### src/rtl/uart_pkg.sv
// Shared UART types and constants: framer state encoding, line levels, tick-counter sizing.
// No logic of its own; imported by the TX framer and its bit-tick counter.
package uart_pkg;

   typedef enum logic [2:0] {
      IDLE   = 3'd0,
      START  = 3'd1,
      DATA   = 3'd2,
      PARITY = 3'd3,
      STOP   = 3'd4
   } tx_state_t;

   localparam logic LINE_IDLE  = 1'b1;
   localparam logic LINE_START = 1'b0;

   function automatic int unsigned tick_w(input int unsigned os);
      return (os < 2) ? 1 : $clog2(os);
   endfunction

endpackage

### src/rtl/uart_bit_tick.sv
// Oversample tick counter: counts 0..OVERSAMPLE-1 while enabled, bit_end_o marks the last cycle of a bit.
// Single-cycle decode of the registered count; clear_i has priority and never stalls.
module uart_bit_tick #(
   parameter int unsigned OVERSAMPLE = 16
) (
   input  logic baud_clk,
   input  logic clear_i,
   input  logic en_i,
   output logic bit_end_o
);
   import uart_pkg::*;

   localparam int unsigned  W    = tick_w(OVERSAMPLE);
   localparam logic [W-1:0] LAST = W'(OVERSAMPLE - 1);

   logic [W-1:0] cnt_q, cnt_d;

   always_comb begin
      cnt_d = cnt_q;
      if (clear_i) begin
         cnt_d = '0;
      end else if (en_i) begin
         cnt_d = (cnt_q == LAST) ? '0 : cnt_q + 1'b1;
      end
   end

   always_ff @(posedge baud_clk) begin
      cnt_q <= cnt_d;
   end

   // Kept independent of clear_i: the framer derives clear_i from this signal.
   assign bit_end_o = en_i && (cnt_q == LAST);

endmodule

### src/rtl/uart_tx_frame.sv
// UART TX framer: start, DATA_BITS LSB-first, optional parity (UART_TX_PARITY_EN), STOP_BITS stops; line falls 1 cycle after accept.
// Ready only in IDLE with rst low; requests while busy are dropped, no queuing.
module uart_tx_frame #(
   parameter int unsigned DATA_BITS  = 8,
   parameter int unsigned OVERSAMPLE = 16,
   parameter int unsigned STOP_BITS  = 1,
   parameter int unsigned PARITY_ODD = 0
) (
   input  logic                 baud_clk,
   input  logic                 rst,
   input  logic                 tx_valid,
   input  logic [DATA_BITS-1:0] tx_data,
   output logic                 tx_ready,
   output logic                 tx_out,
   output logic                 tx_busy,
   output logic                 tx_done
);
   import uart_pkg::*;

   localparam int unsigned   BW        = $clog2(DATA_BITS);
   localparam logic [BW-1:0] LAST_DATA = BW'(DATA_BITS - 1);
   localparam logic [BW-1:0] LAST_STOP = BW'(STOP_BITS - 1);

   if (DATA_BITS < 5 || DATA_BITS > 9 || OVERSAMPLE < 2 ||
       STOP_BITS < 1 || STOP_BITS > 2 || PARITY_ODD > 1) begin : g_bad_cfg
      $error("uart_tx_frame: illegal parameter set");
   end

   tx_state_t            state_q, state_d;
   logic [DATA_BITS-1:0] shift_q, shift_d;
   logic [BW-1:0]        idx_q, idx_d;
   logic                 out_q, out_d;
   logic                 bit_end, accept;

   assign tx_ready = (state_q == IDLE) && !rst;
   assign accept   = tx_valid && tx_ready;
   assign tx_busy  = (state_q != IDLE);
   assign tx_out   = out_q;
   assign tx_done  = (state_q == STOP) && bit_end && (idx_q == LAST_STOP) && !rst;

`ifdef UART_TX_PARITY_EN
   localparam logic ODD = (PARITY_ODD != 0);
   logic parity_q;

   always_ff @(posedge baud_clk) begin
      if (rst) begin
         parity_q <= 1'b0;
      end else if (accept) begin
         parity_q <= (^tx_data) ^ ODD;
      end
   end
`endif

   // The line level is decided from the next state so tx_out leaves a flop in step with state_q.
   always_comb begin
      state_d = state_q;
      shift_d = shift_q;
      idx_d   = idx_q;
      out_d   = out_q;
      case (state_q)
         IDLE: begin
            if (accept) begin
               state_d = START;
               shift_d = tx_data;
               out_d   = LINE_START;
            end
         end
         START: begin
            if (bit_end) begin
               state_d = DATA;
               out_d   = shift_q[0];
            end
         end
         DATA: begin
            if (bit_end) begin
               if (idx_q == LAST_DATA) begin
                  idx_d = '0;
`ifdef UART_TX_PARITY_EN
                  state_d = PARITY;
                  out_d   = parity_q;
`else
                  state_d = STOP;
                  out_d   = LINE_IDLE;
`endif
               end else begin
                  idx_d   = idx_q + 1'b1;
                  shift_d = shift_q >> 1;
                  out_d   = shift_q[1];
               end
            end
         end
`ifdef UART_TX_PARITY_EN
         PARITY: begin
            if (bit_end) begin
               state_d = STOP;
               out_d   = LINE_IDLE;
            end
         end
`endif
         STOP: begin
            if (bit_end) begin
               if (idx_q == LAST_STOP) begin
                  state_d = IDLE;
                  idx_d   = '0;
               end else begin
                  idx_d = idx_q + 1'b1;
               end
            end
         end
         default: begin
            state_d = IDLE;
            out_d   = LINE_IDLE;
         end
      endcase
   end

   always_ff @(posedge baud_clk) begin
      if (rst) begin
         state_q <= IDLE;
         shift_q <= '0;
         idx_q   <= '0;
         out_q   <= LINE_IDLE;
      end else begin
         state_q <= state_d;
         shift_q <= shift_d;
         idx_q   <= idx_d;
         out_q   <= out_d;
      end
   end

   uart_bit_tick #(
      .OVERSAMPLE(OVERSAMPLE)
   ) u_tick (
      .baud_clk (baud_clk),
      .clear_i  (rst || (state_d != state_q)),
      .en_i     (state_q != IDLE),
      .bit_end_o(bit_end)
   );

endmodule

### config.mk
export PLATFORM = sky130hd
export DESIGN_NAME = uart_tx_frame
export DESIGN_NICKNAME = d
export VERILOG_FILES = /design/src/rtl/uart_pkg.sv /design/src/rtl/uart_bit_tick.sv /design/src/rtl/uart_tx_frame.sv
export SDC_FILE = /design/constraint.sdc
export NUM_CORES = 1
export LEC_CHECK = 0
export CAP_MARGIN = 25
export CORE_UTILIZATION = 53
export CTS_BUF_LIST = sky130_fd_sc_hd__clkbuf_4 sky130_fd_sc_hd__clkbuf_8 sky130_fd_sc_hd__clkbuf_16
export DETAILED_ROUTE_END_ITERATION = 10
export GPL_ROUTABILITY_DRIVEN = 0
export PLACE_DENSITY_LB_ADDON = 0.3
export SYNTH_ARGS = -nofsm -noshare
export SYNTH_HDL_FRONTEND = slang
export SYNTH_HIERARCHICAL = 1
export SYNTH_SLANG_ARGS = --single-unit
### constraint.sdc
create_clock -name baud_clk -period 2.5 [get_ports baud_clk]
set_input_delay 0.5 -clock baud_clk [delete_from_list [all_inputs] [get_ports baud_clk]]
set_output_delay 0.5 -clock baud_clk [all_outputs]
set_load 0.005 [all_outputs]
# Word-level counts from Yosys, hierarchy flattened
# Index checks and enable logic that the tools add are counted.
# word_totals
ff_bits	19
inputBits	11
elab_cells	57
# classes
add_sub_neg	2
eq_ne	11
muxes	22
bitwise	1
n_reduce_logical	16
# op_table
cell	count
$mux W3	10
$mux W8	3
$pmux W8 S2	1
$pmux W3 S4	1
$ne A2 B2 Y1 const B	5
$reduce_and A4 Y1	2
$eq A3 B3 Y1 const B	2
$logic_and A1 B1 Y1	6
$logic_not A3 Y1	2
$pmux W3 S2	1
$add A4 B1 Y4 const B	1
$eq A4 B4 Y1 const B	1
$mux W1	4
$mux W4	1
$pmux W1 S4	1
$reduce_bool A2 Y1	2
$add A3 B1 Y3 const B	1
$eq A3 B1 Y1 const B	1
$eq A3 B2 Y1 const B	1
$ne A3 B3 Y1	1
$reduce_and A3 Y1	1
$reduce_bool A3 Y1	1
$logic_not A1 Y1	1
$logic_or A1 B1 Y1	1
$not A1 Y1	1

# Depth between registers and ports, before layout
# Gate-level depths: netlist of the first run.
# depth
depth_word	7
mapped_depth	10
depth_no_buf	8

# Hierarchy
# The synthesis of the first run kept the hierarchy.
# modules_own_cells
mod	instances	cells_per_inst	area_each_um2	seq_area_each_um2
uart_tx_frame	1	113	902.1	300.3
uart_bit_tick	1	20	183.9	80.1

# Worst setup path before layout of the first run
# No wires, ideal clock.
# synth_path
path_type	register to register
start	register state_q[0]
end	register u_tick.cnt_q[3]
arrival_time_ps	2169
t_required_ps	2422
path_slack_ps	253
path_stages_with_launch	10
path_buffers	2
synth_period_minus_slack_ps	2247
cell_sequence	dfxtp_1 buf_2 nor2_1 nand2_1 and4_2 clkbuf_1 a2111o_1 a221oi_1 o21ai_0 nor3_1
# synth_via
elab_cells_between_ends	17
# synth_rtl
item	line	source
from (decl)	uart_tx_frame.sv:29	tx_state_t state_q, state_d;
from (signal assigned)	uart_tx_frame.sv:124	state_q <= state_d;
$reduce_bool A3 Y1 *	--	
net tx_busy	uart_tx_frame.sv:15	output logic tx_busy,
$logic_and A1 B1 Y1 *	uart_bit_tick.sv:32	assign bit_end_o = en_i && (cnt_q == LAST);
net bit_end	uart_tx_frame.sv:33	logic bit_end, accept;
$mux W3, on equally long branches	uart_tx_frame.sv:101, uart_tx_frame.sv:69, uart_tx_frame.sv:75	
$pmux W3 S4 *	uart_tx_frame.sv:60	case (state_q)
$ne A3 B3 Y1 *	uart_tx_frame.sv:135	.clear_i (rst || (state_d != state_q)),
$logic_or A1 B1 Y1 *	uart_tx_frame.sv:135	
to (signal assigned)	uart_bit_tick.sv:28	cnt_q <= cnt_d;
to (decl)	uart_bit_tick.sv:16	logic [W-1:0] cnt_q, cnt_d;
# Mark *: on every way through the listed nets, which the timed path passes. The rest lies on a longest branch.
# A chain may end at the register's enable or synchronous reset.

# Worst setup path in the final report of the first run
# layout_path
start	input rst
end	output tx_ready
# layout_via
elab_chain_len	2
# layout_rtl
item	line	source
from (decl)	uart_tx_frame.sv:10	input logic rst,
$logic_not A1 Y1	uart_tx_frame.sv:35	assign tx_ready = (state_q == IDLE) && !rst;
$logic_and A1 B1 Y1	uart_tx_frame.sv:35	
to (decl)	uart_tx_frame.sv:13	output logic tx_ready,
# No other way between the ends.

==> results of run 1 <==
==> per-stage QoR <==
| step | setup slack [ps] | hold WS (ps) | util, % | area [sq um] | power [W] |
|---|---|---|---|---|---|
| 6_report | 85.6 | 486 | 69.3 | 1350 | 0.000597 |
| 5_1_grt | 52.0 | 506 | 69.3 | 1350 | 0.000627 |
| 4_1_cts | 0.589 | 487 | 67.8 | 1320 | 0.000600 |
| 3_5_place_dp | 160 | 468 | 65.5 | 1270 | 0.000434 |
| 3_3_place_gp | 189 | 459 | 65.5 | 1270 | 0.000429 |
| 2_1_floorplan | 253 | 449 | - | 1090 | 0.000396 |
==> sequential cells by signal, summed over array words and instances, names as in the netlist <==
signal and flops:
tx_out 1, shift_q 8, state_q 3, u_tick/cnt_q 4, idx_q 3
==> kinds of logic after synthesis <==
group / after synthesis
DFF: 19
xor gates and xnor gates: 1
AOI/OAI and AO/OA: 30
muxes: 3
buffers and inverters: 13
adders and majority gates: 4
and+or+nand+nor: 63
==> cell usage in the layout, fill, tap and decap left out, types with 4 or more instances in the layout <==
cell type	n
a311oi_1	5
inv_1	5
o21ai_0	5
buf_4	11
nand2b_1	4
dfxtp_1	17
nor2_1	14
nand2_1	20
a21oi_1	4
clkdlybuf4s50_1	13
nand3_1	9
==> where the power goes <==
part	internal [W]	total (W)	leakage (nW)	switching (W)
Clock	0.0000611	0.000165	0.0139	0.000104
Sequential	0.000319	0.000329	0.156	0.00000960
Combinational	0.0000563	0.000103	0.369	0.0000465
==> final cells by class <==
class                           count  area [sq um]  area share, %
Clock inverter                      1          7.51          0.558
Clock buffer                        3          22.5           1.67
Multi-Input combinational cell    101           656           48.7
Timing Repair Buffer               25           225           16.7
Sequential cell                    19           383           28.4
Inverter                            5          18.8           1.39
Tap cell                           27          33.8           2.51
==> how the worst max path moves through the flow <==
stage               slack, ps                      endpoint
global route               50                      tx_ready
finish                     90                      tx_ready
CTS                       0.6                       tx_done
global placement          190                       tx_done
floorplan                 250  u_tick/cnt_q[3]$_SDFFE_PP0P_
detailed placement        160                       tx_done
==> per-layer routing <==
metal  vias to the layer above  track usage (%)  wire length [microns]
li1                        520                -                      -
met1                       470             25.7                    980
met2                        22             36.7                   1120
met3                         4             4.23                     86
met4                         0             9.71                     22
met5                         -                0                      0
==> critical path, cell delays in order <==
cell             delay, ps
clkdlybuf4s50_1        540
nor4_1                 280
clkdlybuf4s50_1        590
==> timing repair <==
item / CTS / global route
pin swaps: 0 / 1
gates resized for setup: 4 / 3
cloned: 0 / 0
buffers inserted: 1 / 2
setup endpoints to repair: 1 / 1
==> results by group, run 1 <==
Logic synthesis
  – Flip-flop and latch count after synthesis: 19
  – Most used flip-flop cell after synthesis: dfxtp_1
  – Share of synthesized area spent on multiplexers: 2.76%
  – Share of Yosys cell area claimed by the top area cell type: 35.0%
  – Synthesized-area fraction occupied by ao, oa, aoi and oai cells: 22.9%
  – Yosys warns: 6
  – Largest family of logic cells by synthesized area: simple AND/OR/NAND/NOR gates
  – Post-synthesis simple-gate area fraction: 27.6%
  – Most frequent cell after synthesis: nand2_1
  – Top cells by area in the synthesized netlist: dfxtp_1 35%, nand2_1 6.9%, nor2_1 5.5%
  – Seq/Total Area, Yosys: 35.0%
  – Commonest cells in the netlist: 20 x nand2_1, 19 x dfxtp_1, 16 x nor2_1, 9 x nand3_1
  – Cell type contributing the most total cell area after synthesis: dfxtp_1
  – Number of flops mapped to enable cells by yosys: 0
  – Mean cell area of the mapped netlist: 8.17 sq um
  – Post-synthesis cell area: 1090 sq um
  – Synthesized net count: 148
  – Post-synth ARST share: 0%
  – Post-synthesis share of cell area spent on full adders, half adders and majority gates: 4.61%
  – Xor and xnor fraction of the mapped netlist area: 0.806%
  – Post-Synthesis Cells: 133
  – Unique cell type count in the Yosys netlist: 38

Worst hold path
  – Cell depth of the worst hold path: 2
  – Worst Hold Launch: shift_q[7]$_SDFFE_PP0P_
  – Capture endpoint of the worst hold path: shift_q[7]$_SDFFE_PP0P_
  – Path class of the lowest-slack min-delay path: flop to flop

Setup path
  – CP Data Arrival Time: 1910 ps
  – Worst Path Max Fanout: 8
  – Setup slack on the worst flop-to-flop path: 360 ps
  – Origin of the critical flop-to-flop path: state_q[0]$_SDFF_PP0_
  – Worst Setup SP: rst
  – Type of the worst setup path: input port to primary output
  – Crit path required time: 2000 ps
  – Kind of start point of the critical path: input port
  – CP endpoint kind: primary output
  – Number of cells on the worst reg-to-reg path: 8
  – Reg-to-reg endpoint: u_tick/cnt_q[3]$_SDFFE_PP0P_

Final layout
  – Share of cells above drive strength 1: 16.9%
  – Filler Cells Inserted: 176
  – Final std cells w/o fill: 181
  – Area Growth Syn to Fin: 24.0%
  – ANT cells: 0
  – Count of nets after finishing: 170

CTS
  – Root Driver: clkbuf_4
  – Clock input transition at the sequential cells of the worst setup and hold paths: 120 ps
  – Number of CTS-inserted buffers: 3
  – Sinks on the clock net: 19
  – Clock network latency to the later pin of the worst-skew pair: 310 ps
  – TritonCTS clock tree: built
  – CTS H-tree depth: 1
  – Cts-stage hold buffer count: 0
  – CTS max path bufs: 2

Placement
  – Total placed cells including tap cells: 174
  – Port Buffers: 14
  – Sum of net half-perimeters after detailed placement: 1.60 mm

STA
  – Final setup fails: 0
  – Final-report hold violation count: 0
  – Worst setup skew after layout: 6.20 ps
  – Maximum achievable frequency: 0.414 GHz
  – Final cycle utilization of the critical path: 96.6%
  – Total Neg Setup Slack: 0 ps
  – Min Clock Period, post-route: 2410 ps
  – Unrepaired setup endpoints after global routing: no
  – Final Max Tran Viols: 0
  – Worst slew margin: 66.6%
  – Worst-margin pin slew: 496 ps

Flow run
  – Max_cap viols: 0

Outcome
  – Result of the run: finished clean

Floorplan
  – Die X: 47.3 microns
  – Starting utilization of the core area: 55.9%
  – Number of placement rows: 16
  – DIE AREA: 2230 sq um
  – Floorplan core area: 1940 sq um
  – I/O Pins: 15
  – Chip height: 47.3 microns

Global routing
  – Remaining Overflow, GRT: 0
  – Antenna violations before repair: 0
  – Vias in the first global route: 858
  – Largest net degree at the start of global routing: 17
  – GRT Total Usage: 21.5%
  – Wire length of the first global-routing pass: 3.37 mm

Detailed routing
  – Via-to-Cell Ratio: 5.61
  – Number of vias in the routed layout: 1016
  – Antenna viol nets, final: 0
  – Wirelength, routed: 2.21 mm
  – Initial DRC Count: 16
  – Length of the first detailed-routing pass in iterations: 4
  – Detailed-route DRC error count: 0
  – Final routed wire length divided by cell count: 12.2 microns

Pwr
  – VDD IR max: 0.310 mV
  – P_leak: 0.539 nW
  – Cell Pwr Density: 443 nW/um^2
(Power assumes the default switching activity.)
==> run 2: changes to the inputs <==
Settings changed: CORE_MARGIN from default to 2.
==> run 2 against run 1 <==
  * Hold slack improved by 5.0 ps
  * Worst setup slack improved by 12 ps
  * Final area fell by 0.84%
  * Highest routed layer unchanged
  * Count of clock-buffer cells in the layout did not move
  * Register-to-register slack improved by 50 ps
  * Largest power group unchanged
  * Clock skew rose by 3.1 ps
  * Routed wire length rose by 0.41%
  * Utilization fell by 0.58 points
  * Global-route usage fell by 1.1 points
  * Via count fell by 1.8%
  * Clock power fell by 6%
==> results by group, run 2 (synthesis gave the netlist of run 1 again) <==
Pwr
  – Internal power contribution: 0.000432 W
  – Cell Pwr Density: 435 nW/um^2
  – Power spent charging and discharging nets: 0.000149 W
  – Sw Ratio: 25.6%
  – Fraction of power consumed by the clock network: 26.6%
  – VDD IR max: 0.358 mV
  – Logic pwr share: 17.0%
  – Share of power burned in registers: 56.4%
  – P_leak: 0.520 nW

Detailed routing
  – Final routed wire length divided by cell count: 12.3 microns
  – Via-to-Cell Ratio: 5.54
  – Wirelength, routed: 2.22 mm
  – Number of vias in the routed layout: 998
  – Length of the first detailed-routing pass in iterations: 4
  – Antenna viol nets, final: 0
  – Initial DRC Count: 9
  – Detailed-route DRC error count: 0

Setup path
  – Worst Path Max Fanout: 4
  – Crit path largest cell delay: 490 ps
  – Kind of start point of the critical path: flop
  – Crit path cell chain: ha_4 -> and4_4 -> inv_2 -> nor2_2 -> and3_1 -> clkdlybuf4s50_1
  – Origin of the critical flop-to-flop path: state_q[0]$_SDFF_PP0_
  – Type of the worst setup path: flop to primary output
  – CP Data Arrival Time: 1900 ps
  – Setup slack on the worst flop-to-flop path: 410 ps
  – Cell family contributing the most delay on the critical path: buffers and inverters
  – Number of cells on the worst reg-to-reg path: 8
  – CP endpoint kind: primary output
  – Crit path required time: 2000 ps
  – CP bufs+invs: 2
  – Reg-to-reg endpoint: u_tick/cnt_q[3]$_SDFFE_PP0P_
  – Critical path depth: 6
  – Slowest cell on the critical path: clkdlybuf4s50_1

Final layout
  – ANT cells: 0
  – Commonest non-fill, non-tap cells in the layout: 20 x nand2_1, 17 x dfxtp_1, 15 x nor2_1
  – Area Growth Syn to Fin: 22.9%
  – Filler Cells Inserted: 172
  – Largest registers: shift_q x8, u_tick/cnt_q x4
  – Count of nets after finishing: 169
  – Finished Core Util: 68.8%
  – Finished Cell Area: 1340 sq um
  – Leading cell type in the layout, fill and taps excluded: nand2_1
  – Final std cells w/o fill: 180
  – Number of flip-flops under the largest register name: 8
  – Share of cells above drive strength 1: 16.3%
  – Largest Register: shift_q

STA
  – Worst-margin pin slew: 461 ps
  – Final cycle utilization of the critical path: 96.1%
  – Worst setup skew after layout: 9.35 ps
  – Final setup fails: 0
  – Post-route worst hold slack: 491 ps
  – Min Clock Period, post-route: 2400 ps
  – Final-report hold violation count: 0
  – Final Max Tran Viols: 0
  – Maximum achievable frequency: 0.416 GHz
  – Worst slew margin: 69.3%

Worst hold path
  – Capture endpoint of the worst hold path: shift_q[1]$_SDFFE_PP0P_
  – Path class of the lowest-slack min-delay path: flop to flop
  – Worst Hold Launch: shift_q[2]$_SDFFE_PP0P_
  – Cell depth of the worst hold path: 2

CTS
  – Root Driver: clkbuf_4
  – Sinks on the clock net: 19
  – Cts-stage hold buffer count: 0
  – Clock network latency to the later pin of the worst-skew pair: 300 ps
  – TritonCTS clock tree: built
  – Clock input transition at the sequential cells of the worst setup and hold paths: 110 ps
  – Number of CTS-inserted buffers: 3
  – CTS max path bufs: 2
  – CTS H-tree depth: 1

Floorplan
  – Starting utilization of the core area: 55.9%
  – DIE AREA: 2430 sq um
  – Die X: 49.3 microns
  – Chip height: 49.3 microns
  – Number of placement rows: 16
  – I/O Pins: 15
  – Floorplan core area: 1940 sq um

Global routing
  – Vias in the first global route: 967
  – Wire length of the first global-routing pass: 3.87 mm
  – Remaining Overflow, GRT: 0
  – GRT Total Usage: 20.3%
  – Largest net degree at the start of global routing: 17
  – Antenna violations before repair: 0

Placement
  – Standard cell area after detailed placement: 1260 sq um
  – Sum of net half-perimeters after detailed placement: 1.63 mm
  – Total placed cells including tap cells: 173
  – Port Buffers: 14

Flow run
  – Max_cap viols: 0

Outcome
  – Result of the run: finished clean
-- run 2: how the worst max path moves through the flow --
| stage | startpoint | endpoint | slack, ps |
|---|---|---|---|
| floorplan | state_q[0]$_SDFF_PP0_ | u_tick/cnt_q[3]$_SDFFE_PP0P_ | 250 |
| global placement | rst | tx_done | 200 |
| detailed placement | rst | shift_q[2]$_SDFFE_PP0P_ | 160 |
| CTS | u_tick/cnt_q[0]$_SDFFE_PP0P_ | tx_done | 8 |
| global route | u_tick/cnt_q[0]$_SDFFE_PP0P_ | tx_done | -2 |
| finish | u_tick/cnt_q[0]$_SDFFE_PP0P_ | tx_done | 100 |
-- run 2: worst register-to-register path: cells and delay by family (launching register included) --
family / cells / cell delay [ps]
compound gates: 3 / 860
buf+inv: 1 / 150
flops: 1 / 320
simple gates: 4 / 670
-- run 2: layout make-up --
class | instances | area (sq um) | share of cell area (%)
multi-input cells | 101 | 654 | 49.0
clock inverters | 1 | 5.00 | 0.375
inverters | 5 | 18.8 | 1.41
flip-flops and latches | 19 | 385 | 28.9
clock buffers | 3 | 22.5 | 1.69
repair buffers | 24 | 215 | 16.1
well taps | 27 | 33.8 | 2.53
-- run 2: what timing repair did --
action,4_1_cts,5_1_grt
hold endpoints to repair,0,0
pin swaps,0,1
resized for setup,4,4
endpoints found under the setup margin,1,1
buffers inserted,0,3
-- run 2: metal layers --
layer  GRT usage, %  vias to the layer above  part of all wire, %
met5              0                        -                    0
met4           6.19                        0                 0.95
met3           5.83                        2                  2.9
met2           37.2                       10                   50
met1           22.4                      469                   46
li1               -                      517                    -
-- run 2: power groups by stage --
stage	Combinational, W	Clock [W]	Sequential, W
finish	0.0000987	0.000155	0.000327
floorplan	0.0000633	0	0.000333
detailed placement	0.0000963	0	0.000334
CTS	0.0000965	0.000163	0.000328
global placement	0.0000934	0	0.000334
global route	0.000110	0.000178	0.000330
-- run 2: through the flow --
stage	power (W)	setup WS (ps)	TNS, ps
floorplan	0.000396	253	0
global placement	0.000427	201	0
detailed placement	0.000431	157	0
CTS	0.000587	8.22	0
global route	0.000618	-1.61	-1.61
finish	0.000581	98.1	0
